File: config.mk
export PLATFORM = sky130hd
export DESIGN_NAME = mux_3bit_rt_rd
export DESIGN_NICKNAME = d
export VERILOG_FILES = /design/src/rtl/cpu_pkg.sv /design/src/rtl/mux_3bit_rt_rd_mux2.sv /design/src/rtl/mux_3bit_rt_rd.sv
export SDC_FILE = /design/constraint.sdc
export NUM_CORES = 1
export LEC_CHECK = 0
export ABC_AREA = 0
export CAP_MARGIN = 30
export CELL_PAD_IN_SITES_DETAIL_PLACEMENT = 1
export CELL_PAD_IN_SITES_GLOBAL_PLACEMENT = 1
export CORE_AREA = 2 2 39 41
export DETAILED_ROUTE_END_ITERATION = 8
export DIE_AREA = 0 0 41 43
export PLACE_DENSITY_LB_ADDON = 0.1
export SLEW_MARGIN = 0
export SYNTH_ARGS = -nofsm -noshare
export SYNTH_HDL_FRONTEND = slang
export SYNTH_HIERARCHICAL = 1
export SYNTH_SLANG_ARGS = --single-unit
File: constraint.sdc
create_clock -name clk -period 0.8 [get_ports clk]
set_clock_uncertainty 0.1 [all_clocks]
set_input_delay 0.12 -clock clk [delete_from_list [all_inputs] [get_ports clk]]
set_output_delay 0.12 -clock clk [all_outputs]
set_load 0.01 [all_outputs]
File: src/rtl/cpu_pkg.sv
// Shared CPU datapath definitions: register-address width and type,
// plus the encodings of the rt/rd destination select.
package cpu_pkg;

  localparam int REG_ADDR_W = 3;

  typedef logic [REG_ADDR_W-1:0] reg_addr_t;

  // select=0 picks the rt field, select=1 picks the rd field
  localparam logic SEL_RT = 1'b0;
  localparam logic SEL_RD = 1'b1;

endpackage

File: src/rtl/mux_3bit_rt_rd_mux2.sv
// Generic WIDTH-bit 2:1 combinational multiplexer.
// An unknown select yields an all-X result instead of quietly choosing an input.
module mux2
  import cpu_pkg::*;
#(
  parameter int WIDTH = REG_ADDR_W
) (
  input  logic [WIDTH-1:0] in0,
  input  logic [WIDTH-1:0] in1,
  input  logic             sel,
  output logic [WIDTH-1:0] y
);

  // Select between the two candidates; X/Z on sel falls through to all-X
  always_comb begin
    y = 'x;
    case (sel)
      SEL_RT:  y = in0;
      SEL_RD:  y = in1;
      default: y = 'x;
    endcase
  end

endmodule

File: src/rtl/mux_3bit_rt_rd.sv
// rt/rd destination-register select for the RISC datapath.
// out is the combinational choice feeding the register-file write address;
// out_q/sel_q are the same values registered for writeback timing.
// Optional feature: define MUX_TOGGLE_CNT_EN to add toggle_cnt, a wrapping
// count of clock edges on which select differed from the registered sel_q.
module mux_3bit_rt_rd
  import cpu_pkg::*;
#(
  parameter int WIDTH = $bits(reg_addr_t)
`ifdef MUX_TOGGLE_CNT_EN
 ,parameter int CNT_WIDTH = 16
`endif
) (
  input  logic             clk,
  input  logic             rst,
  input  logic [WIDTH-1:0] input1,
  input  logic [WIDTH-1:0] input0,
  input  logic             select,
  output logic [WIDTH-1:0] out,
  output logic [WIDTH-1:0] out_q,
  output logic             sel_q
`ifdef MUX_TOGGLE_CNT_EN
 ,output logic [CNT_WIDTH-1:0] toggle_cnt
`endif
);

  mux2 #(
    .WIDTH(WIDTH)
  ) u_mux2 (
    .in0(input0),
    .in1(input1),
    .sel(select),
    .y  (out)
  );

  // Register the mux result and select; reset clears them without waiting for clk
  always_ff @(posedge clk or posedge rst) begin
    if (rst) begin
      out_q <= '0;
      sel_q <= 1'b0;
    end else begin
      out_q <= out;
      sel_q <= select;
    end
  end

`ifdef MUX_TOGGLE_CNT_EN
  // Count edges where select differs from its registered copy, wrapping naturally
  always_ff @(posedge clk or posedge rst) begin
    if (rst) begin
      toggle_cnt <= '0;
    end else if (select != sel_q) begin
      toggle_cnt <= toggle_cnt + CNT_WIDTH'(1);
    end
  end
`endif

endmodule

==> impl_results.html, run 1 <==
<table>
<tr><th>Metric</th><th>Value</th></tr>
<tr><th colspan="2">Floorplanning</th></tr>
<tr><td>Cell Rows</td><td>14</td></tr>
<tr><td>I/O pin count</td><td>16</td></tr>
<tr><td>Starting Density</td><td>9.946%</td></tr>
<tr><td>Core Box Area</td><td>1384 um2</td></tr>
<tr><td>Chip height</td><td>43 um</td></tr>
<tr><td>DIE AREA</td><td>1763 um2</td></tr>
<tr><td>Width of the die</td><td>41 um</td></tr>
<tr><th colspan="2">Drt</th></tr>
<tr><td>Remaining number of nets flagged by the antenna check after routing</td><td>0</td></tr>
<tr><td>DRC</td><td>0</td></tr>
<tr><td>Number of violations reported at the end of detailed-routing iteration 0</td><td>0</td></tr>
<tr><td>Via-to-Cell Ratio</td><td>3.222</td></tr>
<tr><td>1st-pass router iterations</td><td>1</td></tr>
<tr><td>Wire per inst</td><td>10.38 um</td></tr>
<tr><td>Total Routed Length</td><td>467 um</td></tr>
<tr><td>Vias post-DR</td><td>145</td></tr>
<tr><th colspan="2">Place</th></tr>
<tr><td>Final weighted congestion in routability-driven placement</td><td>0.5584</td></tr>
<tr><td>DP Cell Count</td><td>41</td></tr>
<tr><td>Buffers on Ports</td><td>15</td></tr>
<tr><td>Post-placement setup slack</td><td>-0.9417 ns</td></tr>
<tr><th colspan="2">Yosys</th></tr>
<tr><td>Dominant cells by area after synthesis</td><td>sky130_fd_sc_hd__dfrtp_1 (73%), sky130_fd_sc_hd__mux2_2 (25%), sky130_fd_sc_hd__inv_1 (2.7%)</td></tr>
<tr><td>Syn_area_per_cell</td><td>17.20 um2</td></tr>
<tr><td>Biggest area consumer among synthesized cells</td><td>sky130_fd_sc_hd__dfrtp_1</td></tr>
<tr><td>Flops &amp; latches, synth</td><td>4</td></tr>
<tr><td>Netlist cell types</td><td>3</td></tr>
<tr><td>Mapped Nets</td><td>17</td></tr>
<tr><td>Cell Area, Synth</td><td>137.6 um2</td></tr>
<tr><td>Post-synthesis sequential area ratio</td><td>72.73%</td></tr>
<tr><td>Instance count of the mapped netlist</td><td>8</td></tr>
<tr><td>Post-synth top area share</td><td>72.73%</td></tr>
<tr><td>Syn. warnings</td><td>6</td></tr>
<tr><th colspan="2">Timing</th></tr>
<tr><td>Worst hold slack across all endpoints</td><td>-0.02036 ns</td></tr>
<tr><td>Fin crit period</td><td>0.9312 ns</td></tr>
<tr><td>Tcrit/Tclk final</td><td>116.4%</td></tr>
<tr><td>Worst Slack Setup Final</td><td>-0.1312 ns</td></tr>
<tr><td>Final Max Slew Viols</td><td>0</td></tr>
<tr><td>Setup repair after global routing missed its margin</td><td>true</td></tr>
<tr><td>Final setup fails</td><td>7</td></tr>
<tr><td>Top achievable clock speed</td><td>1.074 GHz</td></tr>
<tr><td>Worst slew margin relative to its limit</td><td>90.10%</td></tr>
<tr><td>Number of hold-slack violations in the final timing report</td><td>4</td></tr>
<tr><td>Worst Tran Pin Value</td><td>0.1484 ns</td></tr>
<tr><th colspan="2">Finish</th></tr>
<tr><td>Commonest cells after routing, fill and taps aside</td><td>sky130_fd_sc_hd__buf_2 (9), sky130_fd_sc_hd__dfrtp_1 (4), sky130_fd_sc_hd__buf_6 (4)</td></tr>
<tr><td>Layout overhead on the synthesized area</td><td>140.9%</td></tr>
<tr><td>Post-route insts no fill</td><td>45</td></tr>
<tr><td>Layout cell share with drive strength beyond 1</td><td>75.86%</td></tr>
<tr><td>Final-stage net count</td><td>40</td></tr>
<tr><td>Most frequent standard cell in the layout excluding fill and tap cells</td><td>sky130_fd_sc_hd__buf_2</td></tr>
<tr><td>Diode count</td><td>0</td></tr>
<tr><th colspan="2">Power and ir drop</th></tr>
<tr><td>Share of total power in the clock network</td><td>40.9%</td></tr>
<tr><td>Sw Ratio</td><td>21.39%</td></tr>
<tr><td>Internal power of the cells</td><td>469.7 uW</td></tr>
<tr><td>Switching power total</td><td>127.8 uW</td></tr>
<tr><td>Pwr per Cell Area</td><td>1802 nW/um2</td></tr>
<tr><td>Combinational share of power</td><td>22.2%</td></tr>
<tr><td>Largest vdd supply drop</td><td>0.0003525 V</td></tr>
<tr><td>Leak pwr</td><td>0.1751 nW</td></tr>
<tr><td>Sequential group share of total power</td><td>36.9%</td></tr>
<tr><th colspan="2">Critical path</th></tr>
<tr><td>Type of the worst setup path</td><td>register to output pin</td></tr>
<tr><td>Family with the most delay on the worst path</td><td>flip-flops</td></tr>
<tr><td>Critical path cell sequence</td><td>buf_2</td></tr>
<tr><td>Crit path max-delay cell type</td><td>sky130_fd_sc_hd__dfrtp_1</td></tr>
<tr><td>Buffers and inverters on the worst path</td><td>1</td></tr>
<tr><td>Data arrival, critical path</td><td>0.71 ns</td></tr>
<tr><td>Slowest cell delay on critical path</td><td>0.35 ns</td></tr>
<tr><td>Kind of launch point of the worst setup path</td><td>register</td></tr>
<tr><td>Sort of element at the end of the critical path</td><td>output pin</td></tr>
<tr><td>Required time of the worst setup path</td><td>0.58 ns</td></tr>
<tr><td>Critical path peak fanout</td><td>1</td></tr>
<tr><th colspan="2">Global routing</th></tr>
<tr><td>Pin count of the biggest net entering global routing</td><td>5</td></tr>
<tr><td>Number of antenna violations at the first check in global routing</td><td>0</td></tr>
<tr><td>Overflow left after global routing</td><td>0</td></tr>
<tr><td>Number of global-route vias before repair</td><td>187</td></tr>
<tr><td>Total GRT Usage</td><td>7.568%</td></tr>
<tr><td>First-pass GRT wire length</td><td>745 um</td></tr>
<tr><th colspan="2">CTS</th></tr>
<tr><td>CTS root buffer</td><td>sky130_fd_sc_hd__clkbuf_4</td></tr>
<tr><td>TritonCTS clock tree</td><td>done</td></tr>
<tr><td>Hold-fix buffers, CTS</td><td>1</td></tr>
<tr><td>Clock transition at path regs</td><td>0.04 ns</td></tr>
<tr><td>Total number of clock tree sinks</td><td>4</td></tr>
<tr><td>CTS buffer count</td><td>3</td></tr>
<tr><td>Deepest clock path buffer count</td><td>2</td></tr>
<tr><td>Number of levels in the clock H-tree</td><td>1</td></tr>
<tr><th colspan="2">Status</th></tr>
<tr><td>Failing checks</td><td>negative hold slack, negative setup slack</td></tr>
<tr><td>Result of the run</td><td>complete, but fails checks</td></tr>
<tr><th colspan="2">Min path</th></tr>
<tr><td>Worst min-delay path class</td><td>primary input to asynchronous set/reset pin</td></tr>
<tr><th colspan="2">Flow run</th></tr>
<tr><td>Max-cap viol count</td><td>0</td></tr>
</table>
## cell families (layout without fill, tap and decap cells)
logic type             count (synthesis)  after routing  share of synthesized area, %
buffers and inverters                  1             22                         2.725
multiplexers                           3              3                         24.54
flip-flops                             4              4                         72.73
## final cells by class
| cell class | instances | area (um2) |
|---|---|---|
| flip-flops and latches | 4 | 100.1 |
| fillers | 156 | 1052 |
| repair buffers | 18 | 140.1 |
| well taps | 16 | 20.02 |
| inverters | 1 | 3.754 |
| clock buffers | 3 | 22.52 |
| multi-input cells | 3 | 45.04 |
## power by group through the flow
stage / Clock, mW / Sequential, mW / Combinational, mW
after global placement: 0 / 0.224 / 0.142
after floorplan: 0 / 0.232 / 0.0259
after CTS: 0.265 / 0.220 / 0.133
final: 0.244 / 0.221 / 0.132
after detailed placement: 0 / 0.223 / 0.141
after global routing: 0.268 / 0.222 / 0.143
## metal layers
metal	part of all wire, %	vias to the layer above	GRT usage, %
li1	-	68	-
met4	1.7	0	12.00
met3	16	2	4.188
met5	0	-	0
met2	51	16	10.31
met1	31	59	5.229
## synth_stat cells
master                    n
sky130_fd_sc_hd__dfrtp_1  4
sky130_fd_sc_hd__inv_1    1
sky130_fd_sc_hd__mux2_2   3
## worst paths after layout
check,depth (start not counted),from,slack (ns),to
max,1,out_q[1],-0.13,out_q[1]
min,2,rst,-0.02,out_q[1]
max in group asynchronous,2,rst,0.47,out_q[0]
min in group clk,2,input1[2],0.05,out_q[2]
## registers in the layout, indices dropped and copies added, names as in the netlist
name,flops
sel_q,1
out_q,3
## metrics by stage
step	utilization, %	setup TNS [ns]	cell area (um2)	power [mW]
final	23.96	-0.7164	331.6	0.5975
after global placement	23.33	-5.482	322.8	0.3657
after floorplan	-	0	137.6	0.2574
after CTS	23.51	-0.7963	325.3	0.6183
after detailed placement	23.33	-5.522	322.8	0.3647
after global routing	23.96	-0.8646	331.6	0.6333
## timing repair
action,in CTS,in global routing
setup endpoints to repair,10,7
hold endpoints to repair,5,2
buffers inserted,0,0
gates resized for setup,60,1
Note: power is estimated with default switching activity, not from simulation.
==> run 2, diff against run 1 <==
- CELL_PAD_IN_SITES_DETAIL_PLACEMENT: 1 -> default
- CELL_PAD_IN_SITES_GLOBAL_PLACEMENT: 1 -> default
- PLACE_DENSITY_LB_ADDON: 0.1 -> default
==> run 2 against run 1 <==
Against the previous run: sequential share of layout area is 1.2 points lower; setup slack is essentially flat; critical endpoint unchanged; the flow still finishes with violations (negative hold slack, negative setup slack); combinational power increased by 9.8%; total power rose by 2.1%.
==> impl_results.html, run 2 (synthesis results as in run 1) <==
<table>
<tr><th>Metric</th><th>Value</th></tr>
<tr><th colspan="2">Power and ir drop</th></tr>
<tr><td>Share of total power in the clock network</td><td>40.2% (-0.7 points)</td></tr>
<tr><td>Leak pwr</td><td>0.1880 nW (+7.4%)</td></tr>
<tr><td>Combinational share of power</td><td>23.7% (+1.5 points)</td></tr>
<tr><td>Total power draw</td><td>610.2 uW (+2.1%)</td></tr>
<tr><td>Sequential group share of total power</td><td>36.1% (-0.8 points)</td></tr>
<tr><td>Largest vdd supply drop</td><td>0.0003896 V (+11%)</td></tr>
<tr><td>Switching power total</td><td>130.2 uW (+1.9%)</td></tr>
<tr><td>Sw Ratio</td><td>21.34% (-0.048 points)</td></tr>
<tr><td>Pwr per Cell Area</td><td>1767 nW/um2 (-2.0%)</td></tr>
<tr><td>Internal power of the cells</td><td>479.9 uW (+2.2%)</td></tr>
<tr><th colspan="2">Finish</th></tr>
<tr><td>Layout cell share with drive strength beyond 1</td><td>81.25% (+5.4 points)</td></tr>
<tr><td>Post-route insts no fill</td><td>48 (+6.7%)</td></tr>
<tr><td>Finished Cell Area</td><td>345.3 um2 (+4.2%)</td></tr>
<tr><td>Biggest regs</td><td>out_q: 3 flops, sel_q: 1 flops</td></tr>
<tr><td>Most frequent standard cell in the layout excluding fill and tap cells</td><td>sky130_fd_sc_hd__buf_2</td></tr>
<tr><td>Commonest cells after routing, fill and taps aside</td><td>sky130_fd_sc_hd__buf_2 (10), sky130_fd_sc_hd__buf_4 (6), sky130_fd_sc_hd__dfrtp_1 (4)</td></tr>
<tr><td>Count of filler cells inserted in the layout</td><td>153 (-1.9%)</td></tr>
<tr><td>Layout overhead on the synthesized area</td><td>150.9%</td></tr>
<tr><td>Final-stage net count</td><td>43 (+7.5%)</td></tr>
<tr><td>Top reg by flops</td><td>out_q</td></tr>
<tr><td>Post-layout utilization of the core</td><td>24.95% (+0.99 points)</td></tr>
<tr><td>Max FFs per register</td><td>3 (unchanged)</td></tr>
<tr><td>Diode count</td><td>0 (unchanged)</td></tr>
<tr><th colspan="2">Timing</th></tr>
<tr><td>Worst Slack Setup Final</td><td>-0.1313 ns (-0.00006100 ns)</td></tr>
<tr><td>Worst slew margin relative to its limit</td><td>90.80% (+0.70 points)</td></tr>
<tr><td>Final setup fails</td><td>7 (unchanged)</td></tr>
<tr><td>Tcrit/Tclk final</td><td>116.4% (about the same)</td></tr>
<tr><td>Worst hold slack across all endpoints</td><td>-0.03459 ns (-0.01423 ns)</td></tr>
<tr><td>Setup repair after global routing missed its margin</td><td>true</td></tr>
<tr><td>Total negative slack</td><td>-0.7212 ns (-0.004861 ns)</td></tr>
<tr><td>Fin crit period</td><td>0.9313 ns (+0.00006100 ns)</td></tr>
<tr><td>Top achievable clock speed</td><td>1.074 GHz (about the same)</td></tr>
<tr><td>Worst Tran Pin Value</td><td>0.1379 ns (-0.01046 ns)</td></tr>
<tr><td>Final Max Slew Viols</td><td>0 (unchanged)</td></tr>
<tr><td>Number of hold-slack violations in the final timing report</td><td>5 (+1)</td></tr>
<tr><th colspan="2">Place</th></tr>
<tr><td>Post-placement setup slack</td><td>-0.9473 ns (-0.005614 ns)</td></tr>
<tr><td>Total half-perimeter wirelength after legalization and detailed placement</td><td>281.3 um</td></tr>
<tr><td>Final weighted congestion in routability-driven placement</td><td>0.7082 (+27%)</td></tr>
<tr><td>Instance area after placement</td><td>330.3 um2 (+2.3%)</td></tr>
<tr><td>Buffers on Ports</td><td>15 (unchanged)</td></tr>
<tr><td>DP Cell Count</td><td>42 (+2.4%)</td></tr>
<tr><th colspan="2">Global routing</th></tr>
<tr><td>Total GRT Usage</td><td>6.131% (-1.4 points)</td></tr>
<tr><td>Number of global-route vias before repair</td><td>176 (-5.9%)</td></tr>
<tr><td>First-pass GRT wire length</td><td>607 um (-19%)</td></tr>
<tr><td>Pin count of the biggest net entering global routing</td><td>5 (unchanged)</td></tr>
<tr><td>Number of antenna violations at the first check in global routing</td><td>0 (unchanged)</td></tr>
<tr><td>Overflow left after global routing</td><td>0 (unchanged)</td></tr>
<tr><th colspan="2">Critical path</th></tr>
<tr><td>Kind of launch point of the worst setup path</td><td>register</td></tr>
<tr><td>Required time of the worst setup path</td><td>0.58 ns (about the same)</td></tr>
<tr><td>Critical path cell sequence</td><td>buf_2</td></tr>
<tr><td>Critical path startpoint</td><td>out_q[1]</td></tr>
<tr><td>Sort of element at the end of the critical path</td><td>output pin</td></tr>
<tr><td>Family with the most delay on the worst path</td><td>flip-flops</td></tr>
<tr><td>Critical path peak fanout</td><td>1 (unchanged)</td></tr>
<tr><td>Data arrival, critical path</td><td>0.71 ns (about the same)</td></tr>
<tr><td>Slowest cell delay on critical path</td><td>0.35 ns (about the same)</td></tr>
<tr><td>Type of the worst setup path</td><td>register to output pin</td></tr>
<tr><td>Crit path max-delay cell type</td><td>sky130_fd_sc_hd__dfrtp_1</td></tr>
<tr><td>Buffers and inverters on the worst path</td><td>1 (unchanged)</td></tr>
<tr><th colspan="2">Flow run</th></tr>
<tr><td>Max-cap viol count</td><td>0 (unchanged)</td></tr>
<tr><th colspan="2">Drt</th></tr>
<tr><td>Via-to-Cell Ratio</td><td>3.229 (+0.22%)</td></tr>
<tr><td>1st-pass router iterations</td><td>2 (+1)</td></tr>
<tr><td>Vias post-DR</td><td>155 (+6.9%)</td></tr>
<tr><td>Wire per inst</td><td>7.875 um (-24%)</td></tr>
<tr><td>DRC</td><td>0 (unchanged)</td></tr>
<tr><td>Number of violations reported at the end of detailed-routing iteration 0</td><td>1 (+1)</td></tr>
<tr><td>Remaining number of nets flagged by the antenna check after routing</td><td>0 (unchanged)</td></tr>
<tr><td>Total Routed Length</td><td>378 um (-19%)</td></tr>
<tr><th colspan="2">Floorplanning</th></tr>
<tr><td>Cell Rows</td><td>14 (unchanged)</td></tr>
<tr><td>DIE AREA</td><td>1763 um2 (unchanged)</td></tr>
<tr><td>Core Box Area</td><td>1384 um2 (unchanged)</td></tr>
<tr><td>Starting Density</td><td>9.946% (unchanged)</td></tr>
<tr><td>Width of the die</td><td>41 um (unchanged)</td></tr>
<tr><td>Chip height</td><td>43 um (unchanged)</td></tr>
<tr><td>I/O pin count</td><td>16 (unchanged)</td></tr>
<tr><th colspan="2">CTS</th></tr>
<tr><td>TritonCTS clock tree</td><td>done</td></tr>
<tr><td>Deepest clock path buffer count</td><td>2 (unchanged)</td></tr>
<tr><td>CTS buffer count</td><td>3 (unchanged)</td></tr>
<tr><td>Total number of clock tree sinks</td><td>4 (unchanged)</td></tr>
<tr><td>Clock transition at path regs</td><td>0.04 ns (about the same)</td></tr>
<tr><td>CTS root buffer</td><td>sky130_fd_sc_hd__clkbuf_4</td></tr>
<tr><td>Number of levels in the clock H-tree</td><td>1 (unchanged)</td></tr>
<tr><th colspan="2">Min path</th></tr>
<tr><td>Worst min-delay path class</td><td>primary input to asynchronous set/reset pin</td></tr>
<tr><th colspan="2">Status</th></tr>
<tr><td>Result of the run</td><td>complete, but fails checks</td></tr>
<tr><td>Failing checks</td><td>negative hold slack, negative setup slack</td></tr>
</table>
-- run 2: changes by cell type in the layout (fill, tap and decap cells not counted), sizes merged --
cell         before  now
dlygate4sd3       1    0
buf              16   20
-- run 2: path summary, 6_finish.rpt --
| kind | endpoint | slack, ns | depth (start not counted) |
|---|---|---|---|
| max in group asynchronous | sel_q | 0.49 | 2 |
| min in group clk | sel_q | 0 | 2 |
| setup / recovery | out_q[1] | -0.13 | 1 |
| hold / removal | out_q[2] | -0.03 | 2 |
-- run 2: layout make-up --
cell class	instances	area [um2]	area share [%]
well taps	16	20.02	5.797
clock buffers	3	22.52	6.522
flip-flops and latches	4	100.1	28.99
repair buffers	21	153.9	44.57
inverters	1	3.754	1.087
multi-input cells	3	45.04	13.04
-- run 2: routing by layer --
layer  wire, um  GRT usage [%]  vias to the layer above
met5          0              0                        -
met4         18          8.000                        0
met3         88          6.283                        2
met2        144          7.187                       18
met1        126          4.516                       61
li1           -              -                       74
-- run 2: what timing repair did --
item	CTS	global route
hold endpoints to repair	5	4
setup endpoints to repair	10	7
gates resized for setup	59	0
buffers inserted	2	1
-- run 2: power by group through the flow --
stage | Sequential [mW] | Clock [mW] | Combinational [mW]
floorplan | 0.232 | 0 | 0.0259
global placement | 0.223 | 0 | 0.141
detailed placement | 0.223 | 0 | 0.142
CTS | 0.220 | 0.262 | 0.141
global route | 0.220 | 0.273 | 0.158
finish | 0.220 | 0.246 | 0.145
==> run 3, diff against run 2 <==
- GPL_ROUTABILITY_DRIVEN: default -> 0
- REMOVE_ABC_BUFFERS: default -> 1
==> results of run 3 <==
Same layout as run 2: the final DEF is identical, and so are final timing and power.
==> RTL edit 1, RTL diff (flow settings as in run 3) <==
The package constant `REG_ADDR_W` goes from 3 to 4.
--- a/src/rtl/cpu_pkg.sv
+++ b/src/rtl/cpu_pkg.sv
@@ -2,7 +2,7 @@
 // plus the encodings of the rt/rd destination select.
 package cpu_pkg;
 
-  localparam int REG_ADDR_W = 3;
+  localparam int REG_ADDR_W = 4;
 
   typedef logic [REG_ADDR_W-1:0] reg_addr_t;
 
Interface: changed (resized input0, input1, out and out_q); port bits go from 16 to 20. The function was not compared with the original's and may differ.
==> RTL edit 1 against run 3 <==
The flow still finishes with violations (negative hold slack, negative setup slack). Maximum frequency decreased by 2.9%. Synthesized area up 26%. Synthesized cell count rose by 25%. Design area up 20%. Sequential power rose by 25%. Total power increased by 20%. Count of clock-buffer cells in the layout rose by 1. Worst hold slack better by 0.013 ns. Worst setup slack lost 0.028 ns. Sequential cell count increased by 1. Wire length is 36% higher. Largest cell class unchanged. Largest power group unchanged.
==> RTL edit 1: results (changes against run 3) <==
- The flow ran to the end, but the final reports show violations.
- Violations in the final reports: negative hold slack, negative setup slack
* Leading cell types by count after synthesis: sky130_fd_sc_hd__dfrtp_1, sky130_fd_sc_hd__mux2_2, sky130_fd_sc_hd__inv_1
- Worst EP arrival: 0.74 ns (+0.03 ns)
- Total global routing overflow: 0 (unchanged)
* Sum of net half-perimeters after detailed placement: 400 microns (+42%)
* Avg Cell Area, Syn: 17.4 sq um (+1.1%)
* Maximum resistive drop on vdd: 0.552 mV (+42%)
- The combined global-route utilization of all metal layers is 7.57% (+1.4 points).
* Yosys warnings: 6 (unchanged)
- The starting DRC count in detailed routing came to 0 (-1).
- Pre-CTS setup slack: -1.00 ns (-0.0536 ns)
* CTS max path bufs: 2 (unchanged)
- The hold violation total from the final report came to 5 (unchanged).
* Total leakage power: 0.224 nW (+19%)
* Worst-path fanout max: 1 (unchanged)
* Global-route wire length before repair: 814 microns (+34%)
* Via count of the first global-routing pass: 216 (+23%)
- The pin slew with the least headroom to its limit came to 0.186 ns (+0.0477 ns).
- The worst setup slack after layout came to -0.159 ns (-0.0282 ns).
- Drt first pass iters: 1 (-1)
- Root buffer cell: sky130_fd_sc_hd__clkbuf_4
- The largest registers in the layout are out_q x4, sel_q x1.
* Depth of the CTS H-tree: 1 (unchanged)
* Share of synthesized registers carrying an async set or reset: 100% (unchanged)
* Post-Route Hold Slack: -0.0213 ns (+0.0133 ns)
* Hold Path Class: in -> async
- By area the synthesized netlist is led by sky130_fd_sc_hd__dfrtp_1, sky130_fd_sc_hd__mux2_2, sky130_fd_sc_hd__inv_1.
- The post-detailed-route wirelength per cell was 9.54 microns (+21%).
- TritonCTS Buffers: 3 (unchanged)
* Number of nets in the layout: 50 (+16%)
* Vias per std cell: 3.46 (+7.2%)
* Cell type group with the largest total delay on the critical path: flip-flops
- Top FF cell, synth: sky130_fd_sc_hd__dfrtp_1
* Fraction of final layout cells with drive strength greater than 1: 78.9% (-2.3 points)
- The antenna cell count came to 0 (unchanged).
- Quantity of I/O buffers inserted on ports: 19 (+4)
* Cell with the largest stage delay on the worst path: sky130_fd_sc_hd__dfrtp_1
- The sequential area share after synthesis was 71.9% (-0.78 points).
- The setup violation total in the final timing report came to 9 (+2).
- Placed Cells: 49 (+17%)
- Final standard cell count with taps included and fillers excluded: 54 (+13%)
- The pin count of the biggest net entering global routing came to 6 (+1).
* Initial antenna violation count: 0 (unchanged)
- The clock-pin transition on the worst setup and hold timing paths was 0.04 ns (about the same).
[RTL edit 1: cell types whose count changed in the layout (fill, tap and decap cells not counted), sizes merged]
cell | run 3 | this run
buf | 20 | 23
clkbuf | 3 | 4
dfrtp | 4 | 5
mux2 | 3 | 4
[RTL edit 1: stage by stage]
step                      cell area [sq um]  setup TNS, ns  util (%)
after global routing                    413          -1.20      29.8
final                                   413         -0.984      29.8
after floorplan                         174              0         -
after CTS                               413          -1.06      29.8
after detailed placement                414          -7.93      29.9
after global placement                  414          -7.75      29.9
[RTL edit 1: worst paths after layout]
kind                       startpoint       end  slack (ns)  cells past startpoint
min in group clk            input1[2]  out_q[2]        0.03                      2
max in group asynchronous         rst     sel_q        0.45                      2
hold / removal                    rst  out_q[3]       -0.02                      2
setup / recovery             out_q[2]  out_q[2]       -0.16                      1
[RTL edit 1: metal layers]
layer,wire (microns),track usage (%),vias up
met5,0,0,-
met4,0,6.00,0
met3,94,5.76,0
met2,199,9.06,22
met1,221,8.50,77
li1,-,-,88
[RTL edit 1: logic make-up (layout without fill, tap and decap cells)]
| family | after synthesis | in the layout | synth area share [%] |
|---|---|---|---|
| mux | 4 | 4 | 25.9 |
| flops | 5 | 5 | 71.9 |
| buf+inv | 1 | 29 | 2.16 |
[RTL edit 1: layout make-up]
type	instances	area [sq um]
multi-input cells	4	60.1
fillers	161	971
clock buffers	4	26.3
repair buffers	24	178
flip-flops and latches	5	125
well taps	16	20.0
inverters	1	3.75
[RTL edit 1: what timing repair did]
item | in CTS | in global routing
gates resized for setup | 77 | 0
setup endpoints to repair | 13 | 9
endpoints found under the hold margin | 5 | 0
setup buffers | 1 | 0
[RTL edit 1: report_power, final]
part	internal, mW	switching, mW
registers	0.272	0.00400
logic	0.111	0.0609
clock network	0.188	0.0995
==> RTL edit 2, RTL diff (flow settings as in run 3) <==
Without the edit above. Register the input `input1` before use. The logic sees it one clock later. The other inputs are not delayed to match.
--- a/src/rtl/mux_3bit_rt_rd.sv
+++ b/src/rtl/mux_3bit_rt_rd.sv
@@ -24,11 +24,17 @@
 `endif
 );
 
+  logic [WIDTH-1:0] input1_q;
+
+  always_ff @(posedge clk) begin
+    input1_q <= input1;
+  end
+
   mux2 #(
     .WIDTH(WIDTH)
   ) u_mux2 (
     .in0(input0),
-    .in1(input1),
+    .in1(input1_q),
     .sel(select),
     .y  (out)
   );
Formal check against the unedited RTL: not equivalent (Yosys sat finds a counterexample within 4 cycles, from zero or initial values and one cycle with rst high).
==> RTL edit 2 against run 3 <==
Wire length rose by 16%. Largest power group is now sequential cells. Total power rose by 32%. Worst setup slack got worse by 0.22 ns. Count of clock-buffer cells in the layout rose by 1. Sequential power rose by 72%. Critical path type unchanged. The flow still finishes with violations (negative hold slack, negative setup slack). Clock power rose by 24%. Design area rose by 12%. Synthesized area rose by 44%. Sequential share of layout area rose by 12 points. Combinational power fell by 14%. Via count fell by 0.65%. Sequential cell count rose by 3.
==> RTL edit 2: results (changes against run 3) <==
- CTS max path bufs: 2 (unchanged)
- Met2 layer usage reported by global route: 6.88% (-0.31 points)
- The final layout net count is 40 (-7.0%).
- The worst setup slack after placement was -0.942 ns (+0.00559 ns).
- The min-delay analysis places its worst path in the category in -> async.
- The part of the cycle the worst path needs came to 144% (+28 points).
- Share of synthesized registers carrying an async set or reset: 57.1% (-43 points)
- Global-route usage over all layers: 5.87% (-0.26 points)
* Met1 usage: 6.93% (+2.4 points)
* Initial antenna violation count: 0 (unchanged)
- The count of distinct cell types in the synthesized netlist was 4 (+1).
* Worst EP arrival: 0.93 ns (+0.22 ns)
- Cells taking the most area after synthesis: sky130_fd_sc_hd__dfrtp_1, sky130_fd_sc_hd__dfxtp_1, sky130_fd_sc_hd__mux2_2
- The pin count of the biggest net entering global routing was 5 (unchanged).
* Post-Route Hold Slack: -0.0388 ns (-0.00419 ns)
* Starting DRC count in detailed routing: 2 (+1)
* Share of synthesized area occupied by flip-flops and latches: 81.0% (+8.3 points)
* Total leakage power: 0.185 nW (-1.7%)
- Leading cell types by count after synthesis: sky130_fd_sc_hd__dfrtp_1, sky130_fd_sc_hd__dfxtp_1, sky130_fd_sc_hd__mux2_2
- Yosys warnings: 6 (unchanged)
* Registers with the most flip-flops: input1_q x3, out_q x3, sel_q x1
- The largest driver fanout on the critical path is 2 (+1).
- CTS clock-pin slew for the worst setup and hold paths: around 0.050 ns
- Root buffer cell: sky130_fd_sc_hd__clkbuf_4
- Violations in the final reports: negative hold slack, negative setup slack
* Total vias in the final route: 154 (-0.65%)
- The setup violation total in the final timing report came to 7 (unchanged).
- The worst setup slack after layout was -0.352 ns (-0.221 ns).
- The iteration count of the initial detailed-routing pass is 2 (unchanged).
- The peak ir drop on the vdd network came to 0.826 mV (+110%).
* Final Hold Viols: 4 (-1)
- The count of buffers inserted at the top-level ports is 15 (unchanged).
- The run finished, with violations left.
* Fraction of final layout cells with drive strength greater than 1: 43.3% (-38 points)
- The final setup TNS was -1.61 ns (-0.884 ns).
- Depth of the CTS H-tree: 1 (unchanged)
* GRT met3 Usage: 3.14% (-3.1 points)
* Detailed Route WL: 440 microns (+16%)
- The buffer count from post-CTS setup fixing is 0 (-2).
- The wire length of the first global-routing pass was 614 microns (+1.2%).
- TritonCTS Buffers: 3 (unchanged)
* Area after detailed placement: 368 sq um (+11%)
- Least-Margin Pin Slew: 0.229 ns (+0.0910 ns)
- The antenna cell count came to 0 (unchanged).
- The later pin in the worst-skew pair is clocked with a latency of roughly 0.24 ns.
## RTL edit 2: final timing paths
kind,slack (ns),from,cells after the start,endpoint
min in group clk,0.16,select,1,sel_q
max,-0.35,input1_q[2],2,out[2]
max reg2reg,0.01,input1_q[2],1,out_q[2]
max in group asynchronous,0.50,rst,2,out_q[2]
min,-0.04,rst,2,sel_q
min reg2reg,0.38,input1_q[1],1,out_q[1]
## RTL edit 2: timing repair
| action | 4_1_cts | 5_1_grt |
|---|---|---|
| hold endpoints to repair | 4 | 4 |
| resized for setup | 36 | 0 |
| setup endpoints to repair | 10 | 8 |
## RTL edit 2: through the flow
step           instances  utilization (%)
6_report              46             27.9
5_1_grt               46             27.9
4_1_cts               46             27.9
3_5_place_dp          42             26.6
3_3_place_gp          42             26.6
2_1_floorplan         11                -
## RTL edit 2: cell type report
class                      count  area (sq um)
clock buffer                   4          26.3
sequential                     7           160
fill                         152           997
timing repair buffer          15           131
multi-input combinational      3          45.0
tap                           16          20.0
inverter                       1          3.75
## RTL edit 2: report_power, final
part | leakage, nW | internal, mW | switching [mW]
logic | 0.0978 | 0.0790 | 0.0450
registers | 0.0719 | 0.374 | 0.00487
clock network | 0.0150 | 0.189 | 0.115
total | 0.185 | 0.643 | 0.165
## RTL edit 2: critical path, cell delays in order (launching register included)
cell and delay (ns):
sky130_fd_sc_hd__dfxtp_1 0.30, sky130_fd_sc_hd__mux2_4 0.27, sky130_fd_sc_hd__buf_6 0.12
## RTL edit 2: cells by family (layout without fill, tap and decap cells)
family	count (synthesis)	in the layout	synth area share [%]
mux	3	3	17.1
flops	7	7	81.0
buf+inv	1	20	1.90
## RTL edit 2: per-layer routing
| layer | up-vias | part of all wire (%) |
|---|---|---|
| met5 | - | 0 |
| met4 | 0 | 0 |
| met3 | 0 | 21 |
| met2 | 16 | 38 |
| met1 | 64 | 41 |
| li1 | 74 | - |
